[config.mk]
export PLATFORM = sky130hd
export DESIGN_NAME = mcc_serial_ctrl_flat
export DESIGN_NICKNAME = d
export VERILOG_FILES = /design/src/rtl/mcc_pkg.sv /design/src/rtl/mcc_serial_ctrl_if.sv /design/src/rtl/mcc_bit_step.sv /design/src/rtl/mcc_serial_ctrl.sv /design/src/flat_wrapper.sv
export SDC_FILE = /design/constraint.sdc
export NUM_CORES = 1
export LEC_CHECK = 0
export ABC_AREA = 1
export CAP_MARGIN = 20
export CORE_MARGIN = 2
export CORE_UTILIZATION = 30
export CTS_BUF_LIST = sky130_fd_sc_hd__clkbuf_4 sky130_fd_sc_hd__clkbuf_8 sky130_fd_sc_hd__clkbuf_16
export DETAILED_ROUTE_END_ITERATION = 10
export DONT_BUFFER_PORTS = 1
export GPL_TIMING_DRIVEN = 0
export SYNTH_ARGS = -nofsm -noshare
export SYNTH_HDL_FRONTEND = slang
export SYNTH_SLANG_ARGS = --single-unit
[constraint.sdc]
create_clock -name clk -period 1.41 [get_ports clk]
set_input_delay 0.282 -clock clk [delete_from_list [all_inputs] [get_ports clk]]
set_output_delay 0.282 -clock clk [all_outputs]
set_load 0.02 [all_outputs]
[src/rtl/mcc_pkg.sv]
// mcc_pkg: shared constants for the bit-serial adder controller.
//   MCC_DEFAULT_WIDTH  default operand width
//   mcc_state_e        2-bit FSM state encoding (IDLE=0, RUN=1, DONE=2)
//   mcc_cnt_w()        bit-counter width for a given operand width
package mcc_pkg;

  localparam int unsigned MCC_DEFAULT_WIDTH = 8;
  localparam int unsigned MCC_STATE_W       = 2;

  typedef enum logic [MCC_STATE_W-1:0] {
    MCC_IDLE = 2'd0,
    MCC_RUN  = 2'd1,
    MCC_DONE = 2'd2
  } mcc_state_e;

  // Counter must index bits 0..width-1; never narrower than one bit
  function automatic int unsigned mcc_cnt_w(input int unsigned width);
    return (width > 1) ? $clog2(width) : 1;
  endfunction

endpackage

[src/rtl/mcc_serial_ctrl_if.sv]
// mcc_serial_ctrl_if: request/result bundle of the bit-serial adder.
//   start, a, b, cin     request side (driven by master)
//   ready, busy, done    handshake status (driven by slave)
//   sum, cout            result, held from done until next accepted start
//   ovf                  signed overflow, only when MCC_SERIAL_OVF_EN is defined
interface mcc_serial_ctrl_if
  import mcc_pkg::*;
#(
  parameter int unsigned WIDTH = MCC_DEFAULT_WIDTH
) ();

  logic             start;
  logic [WIDTH-1:0] a;
  logic [WIDTH-1:0] b;
  logic             cin;
  logic             ready;
  logic             busy;
  logic             done;
  logic [WIDTH-1:0] sum;
  logic             cout;
`ifdef MCC_SERIAL_OVF_EN
  logic             ovf;
`endif

  modport master (
    output start, a, b, cin,
    input  ready, busy, done, sum, cout
`ifdef MCC_SERIAL_OVF_EN
    , input ovf
`endif
  );

  modport slave (
    input  start, a, b, cin,
    output ready, busy, done, sum, cout
`ifdef MCC_SERIAL_OVF_EN
    , output ovf
`endif
  );

endinterface

[src/rtl/mcc_bit_step.sv]
// mcc_bit_step: stateless 1-bit full adder used as the serial carry cell.
//   a_i, b_i, c_i  operand bits and carry-in
//   s_o, c_o       sum bit and carry-out
module mcc_bit_step (
  input  logic a_i,
  input  logic b_i,
  input  logic c_i,
  output logic s_o,
  output logic c_o
);

  assign s_o = a_i ^ b_i ^ c_i;
  assign c_o = (a_i & b_i) | (c_i & (a_i ^ b_i));

endmodule

[src/rtl/mcc_serial_ctrl.sv]
// mcc_serial_ctrl: adds a+b+cin one bit per clock, LSB first.
//   clk    rising-edge clock
//   rst_n  synchronous active-low reset
//   bus    mcc_serial_ctrl_if.slave (start/a/b/cin in; ready/busy/done/sum/cout out)
// Optional macro MCC_SERIAL_OVF_EN adds bus.ovf (signed overflow of the result).
module mcc_serial_ctrl
  import mcc_pkg::*;
#(
  parameter int unsigned WIDTH = MCC_DEFAULT_WIDTH
) (
  input  logic             clk,
  input  logic             rst_n,
  mcc_serial_ctrl_if.slave bus
);

  localparam int unsigned      CNT_W    = mcc_cnt_w(WIDTH);
  localparam logic [CNT_W-1:0] CNT_LAST = CNT_W'(WIDTH - 1);

  mcc_state_e       r_state;
  mcc_state_e       w_state_nxt;
  logic [WIDTH-1:0] r_a;
  logic [WIDTH-1:0] r_b;
  logic [WIDTH-1:0] r_sum;
  logic [CNT_W-1:0] r_cnt;
  logic             r_carry;
  logic             r_cout;
  logic             r_ready;
  logic             r_busy;
  logic             r_done;
  logic             w_accept;
  logic             w_step;
  logic             w_last;
  logic             w_ready_nxt;
  logic             w_busy_nxt;
  logic             w_done_nxt;
  logic             w_s;
  logic             w_c;

  // State register
  always_ff @(posedge clk) begin
    if (!rst_n) begin
      r_state <= MCC_IDLE;
    end else begin
      r_state <= w_state_nxt;
    end
  end

  // Next-state logic
  always_comb begin
    w_state_nxt = r_state;
    case (r_state)
      MCC_IDLE: if (bus.start) w_state_nxt = MCC_RUN;
      MCC_RUN:  if (r_cnt == CNT_LAST) w_state_nxt = MCC_DONE;
      MCC_DONE: w_state_nxt = bus.start ? MCC_RUN : MCC_IDLE;
      default:  w_state_nxt = MCC_IDLE;
    endcase
  end

  // Output / datapath-control decode
  always_comb begin
    w_accept    = 1'b0;
    w_step      = 1'b0;
    w_last      = 1'b0;
    w_ready_nxt = 1'b1;
    w_busy_nxt  = 1'b0;
    w_done_nxt  = 1'b0;
    case (r_state)
      MCC_IDLE, MCC_DONE: w_accept = bus.start;
      MCC_RUN: begin
        w_step = 1'b1;
        w_last = (r_cnt == CNT_LAST);
      end
      default: ;
    endcase
    // Status flags are registered from the state being entered, so they line up with it
    case (w_state_nxt)
      MCC_RUN: begin
        w_ready_nxt = 1'b0;
        w_busy_nxt  = 1'b1;
      end
      MCC_DONE: w_done_nxt = 1'b1;
      default: ;
    endcase
  end

  // Status flag registers
  always_ff @(posedge clk) begin
    if (!rst_n) begin
      r_ready <= 1'b1;
      r_busy  <= 1'b0;
      r_done  <= 1'b0;
    end else begin
      r_ready <= w_ready_nxt;
      r_busy  <= w_busy_nxt;
      r_done  <= w_done_nxt;
    end
  end

  // Single carry cell fed by the operand LSBs
  mcc_bit_step u_bit_step (
    .a_i (r_a[0]),
    .b_i (r_b[0]),
    .c_i (r_carry),
    .s_o (w_s),
    .c_o (w_c)
  );

  // Operand shifters, sum accumulator, carry and bit counter
  always_ff @(posedge clk) begin
    if (!rst_n) begin
      r_a     <= '0;
      r_b     <= '0;
      r_sum   <= '0;
      r_cnt   <= '0;
      r_carry <= 1'b0;
      r_cout  <= 1'b0;
    end else if (w_accept) begin
      r_a     <= bus.a;
      r_b     <= bus.b;
      r_carry <= bus.cin;
      r_sum   <= '0;
      r_cnt   <= '0;
      r_cout  <= 1'b0;
    end else if (w_step) begin
      r_a     <= {1'b0, r_a[WIDTH-1:1]};
      r_b     <= {1'b0, r_b[WIDTH-1:1]};
      r_sum   <= {w_s, r_sum[WIDTH-1:1]};
      r_carry <= w_c;
      // Counter parks at the last index instead of wrapping
      if (w_last) begin
        r_cout <= w_c;
      end else begin
        r_cnt <= r_cnt + CNT_W'(1);
      end
    end
  end

`ifdef MCC_SERIAL_OVF_EN
  logic r_ovf;

  // Carry into the MSB is r_carry during the last step
  always_ff @(posedge clk) begin
    if (!rst_n) begin
      r_ovf <= 1'b0;
    end else if (w_accept) begin
      r_ovf <= 1'b0;
    end else if (w_step && w_last) begin
      r_ovf <= r_carry ^ w_c;
    end
  end

  assign bus.ovf = r_ovf;
`endif

  assign bus.ready = r_ready;
  assign bus.busy  = r_busy;
  assign bus.done  = r_done;
  assign bus.sum   = r_sum;
  assign bus.cout  = r_cout;

endmodule

[src/flat_wrapper.sv]
// flat-port wrapper written by rule: the top's interface ports become plain ports
module mcc_serial_ctrl_flat import mcc_pkg::*;
#(
  parameter int unsigned WIDTH = MCC_DEFAULT_WIDTH
)
  (clk, rst_n, bus_start, bus_a, bus_b, bus_cin, bus_ready, bus_busy, bus_done, bus_sum, bus_cout);
  mcc_serial_ctrl_if #(.WIDTH(WIDTH)) bus_i ();
  input  logic clk;
  input  logic rst_n;
  input wire logic [$bits(bus_i.start)-1:0] bus_start;
  input wire logic [$bits(bus_i.a)-1:0] bus_a;
  input wire logic [$bits(bus_i.b)-1:0] bus_b;
  input wire logic [$bits(bus_i.cin)-1:0] bus_cin;
  output wire logic [$bits(bus_i.ready)-1:0] bus_ready;
  output wire logic [$bits(bus_i.busy)-1:0] bus_busy;
  output wire logic [$bits(bus_i.done)-1:0] bus_done;
  output wire logic [$bits(bus_i.sum)-1:0] bus_sum;
  output wire logic [$bits(bus_i.cout)-1:0] bus_cout;
  assign bus_i.start = bus_start;
  assign bus_i.a = bus_a;
  assign bus_i.b = bus_b;
  assign bus_i.cin = bus_cin;
  assign bus_ready = bus_i.ready;
  assign bus_busy = bus_i.busy;
  assign bus_done = bus_i.done;
  assign bus_sum = bus_i.sum;
  assign bus_cout = bus_i.cout;
  mcc_serial_ctrl #(.WIDTH(WIDTH)) u_core (.clk(clk), .rst_n(rst_n), .bus(bus_i));
endmodule
## Yosys cells after proc, flatten, opt, wreduce, memory -nomap -nowiden

Index checks and enable logic that the tools add are counted.

| word-level totals | value |
|---|---|
| input bits | 20 |
| register bits | 34 |
| word-level logic and storage cells | 45 |
| output and inout port bits | 12 |

| operators by class | value |
|---|---|
| reductions and logical operators | 6 |
| $add $sub $neg | 1 |
| equality and inequality tests | 5 |
| mux-type cells | 16 |
| bitwise gates (word level) | 7 |

Operators by type and width:

| cell | number |
|---|---|
| $mux 8 | 4 |
| $mux 1 | 9 |
| $pmux 2 s3 | 1 |
| $eq 2x1->1 const B | 2 |
| $eq 2x2->1 const B | 2 |
| $mux 2 | 2 |
| $reduce_and 2->1 | 2 |
| $reduce_or 2->1 | 2 |
| $add 3x1->3 const B | 1 |
| $eq 3x3->1 const B | 1 |
| $and 1x1->1 | 2 |
| $logic_not 2->1 | 1 |
| $not 1->1 | 2 |
| $reduce_bool 2->1 | 1 |
| $xor 1x1->1 | 2 |
| $or 1x1->1 | 1 |

## Logic depth before layout (Yosys ltp)

Gate-level depths: netlist of run 1.

| depth | value |
|---|---|
| depth after elaboration | 5 |
| mapped depth | 8 |

## By module

Synthesis of run 1 repeated with hierarchy kept, for this count alone.

| unflattened totals | value |
|---|---|
| cells, all modules | 209 |
| area total of the unflattened synthesis | 1606.5 um2 |

By module, submodules not included:

| module | cells an instance | times used | area each (um2) |
|---|---|---|---|
| mcc_serial_ctrl | 208 | 1 | 1586.5 |
| mcc_bit_step | 1 | 1 | 20.0 |

## Least setup slack after synthesis of run 1

OpenSTA, ideal clock, no wires.

| timing path | value |
|---|---|
| kind | reg2reg |
| start point | register u_core.r_cnt[0] |
| end point | register u_core.r_ready, in the netlist u_core.bus.ready |
| slack | 265 ps |
| cell stages (with the launch flop) | 7 |
| arrival time | 1033 ps |
| data required time | 1298 ps |
| setup time | 112 ps |
| cells stage by stage | dfxtp_1 > ha_1 > ha_1 > inv_1 > nand2_1 > a21oi_2 > inv_2 |

| on the way | value |
|---|---|
| cells in the longest elaborated chain, start to end | 5 |

RTL lines:

| what | line | source |
|---|---|---|
| start, declared | mcc_serial_ctrl.sv:24 | `logic [CNT_W-1:0] r_cnt;` |
| start signal, assigned | mcc_serial_ctrl.sv:133 | `r_cnt <= r_cnt + CNT_W'(1);` |
| $eq 3x3->1 | mcc_serial_ctrl.sv:53 | `MCC_RUN: if (r_cnt == CNT_LAST) w_state_nxt = MCC_DONE;` |
| $mux 2 | mcc_serial_ctrl.sv:53 |  |
| $pmux 2 s3 | mcc_serial_ctrl.sv:51 | `case (r_state)` |
| $eq 2x1->1 | mcc_serial_ctrl.sv:76 | `case (w_state_nxt)` |
| $mux 1 | mcc_serial_ctrl.sv:76 |  |
| end signal, assigned | mcc_serial_ctrl.sv:93 | `r_ready <= w_ready_nxt;` |
| end, declared | mcc_serial_ctrl.sv:27 | `logic r_ready;` |

Every way passes these cells.
A chain may end at the register's enable or synchronous reset.

## Final worst setup path of run 1

Ends and elaborated chain as after synthesis.

==> impl_results.md, run 1 <==
* Syn Area/Cell at approximately 7.5 um2
* Logic gate share of total power at 14.9%
* # IOs at 32
* Worst-skew pair later-pin latency at 0.29 ns
* Post-layout nets at 242
* Clock transition at the registers of the reported paths at roughly 0.070 ns
* Routed vias/inst at 4.266
* Starting DRT DRC Count at 52
* Startpoint Class: flip-flop
* # resized after CTS at 0
* Worst Setup SP: u_core.r_cnt[0]$_SDFFE_PP0P_
* Root Buffer: clkbuf_8
* Ys Warns at 0
* Row cnt at 26
* Pin count of the biggest net entering global routing at 11
* Area delta synth->final at 10.74%
* Slew Viols, Final at 0
* H-tree depth at 2
* Yosys reg bits at 34
* Most frequent cell after synthesis: nand2_1
* Worst Path Arrival at 1.46 ns
* Psw at 559.8 uW
* Hold Vio Cnt, Final at 0
* Peak supply drop at 0.3768 mV
* Synthesized instance count at between 200 and 250
* Worst hold path type: input port to flip-flop
* Switching part of the total power at between 20% and 30%
* Number of fill cells at 576
* Max Freq at about 800 MHz
* Area of the multi-input gates at 699.4 um2
* Antenna diodes at 0
* IO buf count at 0
* CP Data Required Time at 1.60 ns
* Initial antenna violation count at 0
* Clock power frac at 34.4%
* Share of Yosys cell area claimed by the top area cell type at 42.63%
* Top post-synthesis cells by area: dfxtp_1 (43%), nand2_1 (14%), inv_1 (6.1%), a21oi_1 (6.0%), nand3_1 (5.6%)
* Pwr Density at 1173 nW/um2
* Total power draw at 2.073 mW
* Worst-margin pin slew at 0.2933 ns
* Slew HR at 80.42%
* Drt total wl at 3242 um
* RSZ-0062 raised after global routing: false
* Antenna Nets Post-Route at 0
* Dpl cells at 282
* Slowest cell on crit path: dfxtp_1
* DIE HEIGHT at 76.95 um
* Hold path startpoint: bus_a[7]
* Detailed Place HPWL at 2320 um
* Max Cap Viol at 0
* Cts bufs inserted at 5
* Cts hold-fix bufs at 0
* Internal Power at 1.513 mW
* Most used cell, CP: ha_1
* R2R Path Start: u_core.r_cnt[0]$_SDFFE_PP0P_
* CTS tree: done
* GP Congestion at 0.7081
* Layout Skew at 0.008619 ns
* Core box area at just over 5000 um2
* Post-synthesis sequential area ratio at 42.63%
* Placement Setup Slack at approximately 0.12 ns
* Final Cycle Share at 90.12%
* Pre-antenna DRT Iters at 4
* Area leader, netlist: dfxtp_1
* Asr flop ratio synth at 0%
* Reg area at 680.7 um2
* CTS Sinks at 34
* Leak Pwr at ~0.8 nW
* Post-synth EDFFs at 0
* Mapped Nets at around 240
* Crit end category: flip-flop
* Die width at 76.95 um
* Crit path cell chain: ha_1 -> ha_1 -> inv_1 -> nand2_1 -> a21oi_2 -> inv_2
* Post-Syn Area at 1597 um2
* Status: finished clean
* Crit Path Category: flip-flop to flip-flop
* Vias post-DR at 1233
* Ratio of cells with drive above 1 in the final layout at 16.44%
* First-pass GRT wire length at 5457 um
* Flop pwr share at 50.8%
* Yosys cell types at 24
* Synth top cells by count: nand2_1 (60), dfxtp_1 (34), inv_1 (26), a21oi_1 (19)
* Total track usage at 11.78%
* Drt wl/cell at 11.22 um
* DRC viols at 0
* Die area at 5921 um2
* Post-route setup slack at 0.1392 ns
* Crit-path max FO at 5
* Initial Util at ~31%
* Core Util, Final at between 30% and 40%
* Vias in the first global route at 1184
* Slowest stage delay, CP at 0.32 ns
* Final setup fails at 0
* Setup_tns at 0 ns
* Post-CTS setup repair buffer count at 0
* GR Overflow Total at 0
* Synth Flop Type: dfxtp_1
* Tmin final at 1.271 ns
* Bufs on Longest Clock Path at 2
* Non-Filler Instances at 289
## metrics by stage
stage          instance area (um2)  hold slack (ns)
2_1_floorplan                 1597           0.4169
3_3_place_gp                  1684           0.4206
3_5_place_dp                  1684           0.4276
4_1_cts                       1768           0.1257
5_1_grt                       1768           0.1316
6_report                      1768           0.1329
## power groups by stage
| stage | Sequential [mW] | Combinational, mW | Clock [mW] |
|---|---|---|---|
| floorplan | 1.07 | 0.254 | 0 |
| global placement | 1.07 | 0.308 | 0 |
| detailed placement | 1.08 | 0.309 | 0 |
| CTS | 1.05 | 0.313 | 0.731 |
| global route | 1.06 | 0.352 | 0.775 |
| finish | 1.05 | 0.308 | 0.713 |
## registers in the layout (all words and copies together), names as in the netlist
| signal | count |
|---|---|
| u_core.bus.done | 1 |
| u_core.bus.sum | 8 |
| u_core.r_carry | 1 |
| u_core.bus.ready | 1 |
| u_core.bus.busy | 1 |
| u_core.r_state | 2 |
| u_core.r_cnt | 3 |
| u_core.r_b | 8 |
| u_core.bus.cout | 1 |
| u_core.r_a | 8 |
## logic make-up (layout without fill, tap and decap cells)
| group | count (synthesis) | count (layout) | share of synthesized area [%] |
|---|---|---|---|
| buffers and inverters | 41 | 48 | 13.56 |
| AND/OR/NAND/NOR | 104 | 104 | 29.94 |
| AO/OA/AOI/OAI | 30 | 30 | 11.05 |
| adder cells (fa/ha/maj) | 3 | 3 | 2.821 |
| flip-flops | 34 | 34 | 42.63 |
## per-layer routing
metal | GRT usage (%) | share of wire, % | wire length, um | vias to the layer above
met5 | 0 | 0 | 0 | -
met4 | 6.909 | 2.6 | 83 | 0
met3 | 3.294 | 4.4 | 142 | 8
met2 | 18.33 | 45 | 1455 | 23
met1 | 14.47 | 48 | 1560 | 537
li1 | - | - | - | 665
## final cells by class
| type | count | share of cell area (%) |
|---|---|---|
| Sequential cell | 34 | 38.50 |
| Clock buffer | 7 | 4.742 |
| Buffer | 9 | 5.166 |
| Multi-Input combinational cell | 137 | 39.56 |
| Inverter | 32 | 7.077 |
| Tap cell | 70 | 4.954 |
## placed cells by master (no fill, tap or decap)
master	count
buf_12	1
fa_1	1
nand3_2	1
nor2_1	18
inv_6	1
o21ai_0	4
nor3_1	1
nor2_4	1
buf_4	1
buf_2	3
nand2_4	2
buf_8	1
nand3_1	18
inv_1	26
inv_2	5
nand2_8	2
a21oi_2	4
nand2_2	1
ha_1	2
clkbuf_4	2
dfxtp_1	34
a21oi_1	19
o21ai_2	3
buf_6	3
nand2_1	60
clkbuf_8	5
## worst paths after layout
| path | endpoint | slack (ns) | cells after the start |
|---|---|---|---|
| worst max-delay path | u_core.bus.ready$_SDFF_PN1_ | 0.14 | 6 |
| worst min register to register | u_core.r_cnt[1]$_SDFFE_PP0P_ | 0.46 | 2 |
| worst min-delay path | u_core.r_a[7]$_SDFFE_PN0P_ | 0.13 | 2 |
| worst max register to register | u_core.bus.ready$_SDFF_PN1_ | 0.14 | 6 |
## critical path, delay by kind of cell (launching register included)
kind                     cells  cell delay, ns
AO/OA/AOI/OAI                1            0.21
AND/OR/NAND/NOR              1            0.13
buffers and inverters        2            0.10
flip-flops                   1            0.32
adder cells (fa/ha/maj)      2            0.42
No activity file was read; power rests on OpenSTA's default activity.
==> inputs of run 2 (changes only) <==
- MAX_ROUTING_LAYER: default -> met4
- SETUP_SLACK_MARGIN: default -> 0.3
- SLEW_MARGIN: default -> 15
==> impl_results.md, run 2 (synthesis results as in run 1) <==
* Leak Pwr at 0.8466 nW
* Worst hold path type: input port to flip-flop
* Final Hold Slack at 0.1488 ns
* Drt wl/cell at 12.12 um
* Reg2Reg Capture Point: u_core.bus.sum[7]$_SDFFE_PP0N_
* GP Congestion at 0.7152
* Total track usage at 12.62%
* Cts bufs inserted at 5
* Post-route setup slack at between 0.2 and 0.3 ns
* Starting DRT DRC Count at 36
* Number of fill cells at approximately 560
* Placed cell areas at 1689 um2
* Worst Path Arrival at 1.34 ns
* Worst-margin pin slew at 0.2904 ns
* Crit Path Category: flip-flop to flip-flop
* Reg area at 686.9 um2
* Area delta synth->final at 25.94%
* IO buf count at 0
* Max Freq at 888.4 MHz
* Slew HR at 80.62%
* Placement Setup Slack at 0.1977 ns
* R2R setup slack at 0.28 ns
* Slew Viols, Final at 0
* R2R depth at 3
* Worst-skew pair later-pin latency at 0.28 ns
* Pre-antenna DRT Iters at 4
* Commonest non-fill, non-tap cell in the layout: nand2_1
* Crit-path max FO at 2
* Max Cap Viol at 0
* Startpoint Class: flip-flop
* Antenna Nets Post-Route at 0
* CP Data Required Time at around 1.6 ns
* Post-layout nets at between 200 and 250
* Met2 Track Usage GR at ~20%
* Initial antenna violation count at 0
* Most frequent cells in the layout: nand2_1 (50), dfxtp_1 (29), inv_1 (23)
* Status: finished clean
* GR peak layer: met2
* Pin count of the biggest net entering global routing at 11
* GR Overflow Total at 0
* DIE HEIGHT at 76.95 um
* End of the critical path: u_core.bus.sum[7]$_SDFFE_PP0N_
* Row cnt at 26
* Root Buffer: clkbuf_8
* Bufs on Longest Clock Path at 2
* Setup_tns at 0 ns
* Ratio of cells with drive above 1 in the final layout at 30.53%
* CTS tree: done
* # IOs at 32
* R2R Path Start: u_core.r_a[0]$_SDFFE_PN0P_
* Pwr Density at 1062 nW/um2
* Routed vias/inst at 4.449
* Final Cycle Share at about four fifths
* CTS Sinks at 34
* Final setup fails at 0
* Die area at about 5900 um2
* Worst Setup SP: u_core.r_a[0]$_SDFFE_PN0P_
* Die width at 76.95 um
* Post-route cell area at 2011 um2
* Clock transition at the registers of the reported paths at 0.07 ns
* Layout Skew at roughly 0.0095 ns
* Drt total wl at between 3000 and 4000 um
* Hold Vio Cnt, Final at 0
* H-tree depth at 2
* First-pass GRT wire length at 5740 um
* Tmin final at around 1.1 ns
* Antenna diodes at 0
* Core box area at 5107 um2
* Vias in the first global route at roughly 1200
* Area of the multi-input gates at 818.3 um2
* M1 GR Usage at 14.70%
* Crit end category: flip-flop
* Detailed Place HPWL at 2301 um
* Initial Util at 31.26%
* Peak supply drop at 0.5427 mV
* DRC viols at 0
* Vias post-DR at 1317
* RSZ-0062 raised after global routing: true
* Met3 Use GR at 4.353%
[run 2: cell types whose count changed in the layout (fill, tap and decap cells not counted), sizes merged]
| cell | delta |
|---|---|
| buf | +3 |
| clkbuf | +1 |
| clkinv | +3 |
| inv | -1 |
| nand2 | +1 |
[run 2: metrics by stage]
step	total power [mW]	std cells	utilization (%)
floorplan	1.323	212	-
global placement	1.383	282	33.07
detailed placement	1.386	282	33.07
CTS	2.085	291	35.99
global route	2.255	296	39.37
finish	2.135	296	39.37
[run 2: final cells by class]
class	count	area share (%)
plain buffers	9	5.165
clock buffers	5	3.423
clock inverters	2	0.4978
inverters	32	7.094
multi-input cells	138	40.70
flip-flops and latches	34	34.16
well taps	70	4.356
repair buffers	6	4.605
[run 2: what timing repair did]
item | in CTS | in global routing
endpoints found under the setup margin | 20 | 31
setup buffers | 2 | 1
hold buffers | 0 | 0
pin swaps | 3 | 15
gates cloned | 0 | 4
resized for setup | 12 | 32
[run 2: layer usage]
layer / up-vias / wire [um] / share of wire, %
li1: 681 / - / -
met1: 603 / 1564 / 44
met2: 29 / 1763 / 49
met3: 4 / 218 / 6.1
met4: 0 / 41 / 1.1
met5: - / 0 / 0
[run 2: worst min path at each step]
stage / startpoint / to / slack, ns / depth (start not counted)
floorplan: bus_a[7] / u_core.r_a[7]$_SDFFE_PN0P_ / 0.42 / 2
global placement: bus_a[7] / u_core.r_a[7]$_SDFFE_PN0P_ / 0.42 / 2
detailed placement: u_core.r_b[7]$_SDFFE_PN0P_ / u_core.r_b[7]$_SDFFE_PN0P_ / 0.46 / 2
CTS: bus_b[7] / u_core.r_b[7]$_SDFFE_PN0P_ / 0.15 / 2
global route: bus_b[7] / u_core.r_b[7]$_SDFFE_PN0P_ / 0.15 / 2
finish: bus_b[7] / u_core.r_b[7]$_SDFFE_PN0P_ / 0.15 / 2
[run 2: power by group]
group	internal, mW	leakage (nW)	switching [mW]
clock network	0.331	0.0438	0.342
registers	1.02	0.281	0.0392
logic	0.179	0.522	0.226
total	1.53	0.847	0.608
[run 2: critical path, cell delays in order (launching register included)]
cell	delay, ns
dfxtp_2	0.34
fa_2	0.56
nand2_1	0.06
a21oi_1	0.10
==> inputs of run 3 (changes only) <==
- clock period: 1.41 -> 1.12 ns (I/O delays scaled with it)
==> impl_results.md, run 3 (synthesis results as in run 1) <==
* Peak supply drop at 0.7133 mV
* DIE HEIGHT at 76.95 um
* Max Freq at between 800 and 900 MHz
* Cts bufs inserted at 5
* Slowest cell on crit path: dfxtp_2
* Tmin final at 1.153 ns
* GR Overflow Total at 0
* GP Congestion at 0.7327
* Antenna Nets Post-Route at 0
* Post-layout nets at approximately 260
* Slew HR at between 80 and 90%
* Area delta synth->final at 40.52%
* Initial Util at a little under a third
* Crit-path max FO at 8
* Max Cap Viol at 0
* CTS Sinks at 34
* Vias post-DR at 1367
* Total track usage at 14.04%
* Layout Skew at 0.002582 ns
* Post-route cell area at around 2200 um2
* DRC viols at 0
* Die area at approximately 5900 um2
* Root Buffer: clkbuf_8
* # IOs at 32
* Drt total wl at 3773 um
* Core box area at 5107 um2
* Bufs on Longest Clock Path at 2
* Vias in the first global route at 1339
* Detailed Place HPWL at 2350 um
* IO buf count at 0
* Post-route setup slack at -0.03326 ns
* Clock transition at the registers of the reported paths at roughly 0.07 ns
* Violated checks: negative setup slack
* Pin count of the biggest net entering global routing at 11
* Cts hold-fix bufs at 0
* Commonest non-fill, non-tap cell in the layout: nand2_1
* H-tree depth at 2
* Worst-skew pair later-pin latency at 0.28 ns
* Slowest stage delay, CP at 0.34 ns
* Pwr Density at 1274 nW/um2
* Final Cycle Share at 103.0%
* Pre-antenna DRT Iters at 4
* Ratio of cells with drive above 1 in the final layout at 49.79%
* Leak Pwr at 0.9125 nW
* Startpoint Class: flip-flop
* Worst Path Arrival at about 1.3 ns
* Crit Path Category: flip-flop to flip-flop
* Most frequent cells in the layout: nand2_1 (42), inv_1 (25), a21oi_2 (18)
* Starting DRT DRC Count at 61
* CP Data Required Time at between 1 and 1.5 ns
* Final setup fails at 10
* Worst hold path type: input port to flip-flop
* Placement Setup Slack at -0.02862 ns
* Routed vias/inst at 4.512
* Row cnt at 26
* Worst-margin pin slew at 0.2772 ns
* Hold Vio Cnt, Final at 0
* CTS tree: done
* Status: finished, violations left
* Crit end category: flip-flop
* Setup_tns at -0.1571 ns
* Slew Viols, Final at 0
* Die width at around 77 um
* Initial antenna violation count at 0
* Crit path cell chain: buf_12 -> inv_8 -> nand2_8 -> buf_6 -> nand2_4 -> inv_8 -> nand2_2 -> nand2_2 -> nor2_2
* Antenna diodes at 0
* Drt wl/cell at 12.45 um
* Placed cell areas at 1774 um2
* RSZ-0062 raised after global routing: true
* First-pass GRT wire length at 6320 um
[run 3: worst paths after layout]
kind,start,depth (start not counted),slack [ns],endpoint
max,u_core.r_state[0]$_SDFF_PN0_,9,-0.03,u_core.r_a[5]$_SDFFE_PN0P_
min,bus_a[7],2,0.09,u_core.r_a[7]$_SDFFE_PN0P_
max reg2reg,u_core.r_state[0]$_SDFF_PN0_,9,-0.03,u_core.r_a[5]$_SDFFE_PN0P_
min reg2reg,u_core.r_b[7]$_SDFFE_PN0P_,2,0.46,u_core.r_b[7]$_SDFFE_PN0P_
[run 3: area by class of cell]
class,instances,area (um2)
inverters,32,142.6
multi-input cells,137,912.1
well taps,70,87.58
plain buffers,9,112.6
fillers,514,2864
flip-flops and latches,34,733.2
clock buffers,7,90.09
clock inverters,1,5.005
repair buffers,13,160.2
[run 3: repair_timing]
action / 4_1_cts / 5_1_grt
resized for setup: 65 / 20
buffers inserted: 6 / 4
pin swaps: 19 / 11
setup endpoints to repair: 46 / 46
gates cloned: 3 / 0
[run 3: layer usage]
layer / wire (um) / up-vias / part of all wire (%) / GRT usage (%)
met5: 0 / - / 0 / -
met4: 78 / 0 / 2.1 / 6.545
met3: 200 / 6 / 5.3 / 4.706
met2: 1822 / 30 / 48 / 21.75
met1: 1672 / 630 / 44 / 16.42
li1: - / 701 / - / -
[run 3: worst max-delay path, delay by kind of cell (launching register included)]
| family | cells | cell delay [ns] |
|---|---|---|
| and+or+nand+nor | 5 | 0.32 |
| buffers and inverters | 4 | 0.38 |
| DFF | 1 | 0.34 |
[run 3: through the flow]
stage | power, mW | hold WS [ns] | utilization, % | instances
CTS | 2.858 | 0.06954 | 42.33 | 299
finish | 2.859 | 0.08767 | 43.92 | 303
global route | 3.007 | 0.08103 | 43.92 | 303
detailed placement | 1.780 | 0.3743 | 34.74 | 282
global placement | 1.773 | 0.3635 | 34.74 | 282
floorplan | 1.700 | 0.3589 | - | 212
[run 3: where the power goes]
part           total (mW)  internal (mW)  switching, mW
sequential           1.31           1.26         0.0545
clock               0.947          0.520          0.428
combinational       0.597          0.275          0.323
total                2.86           2.05          0.805
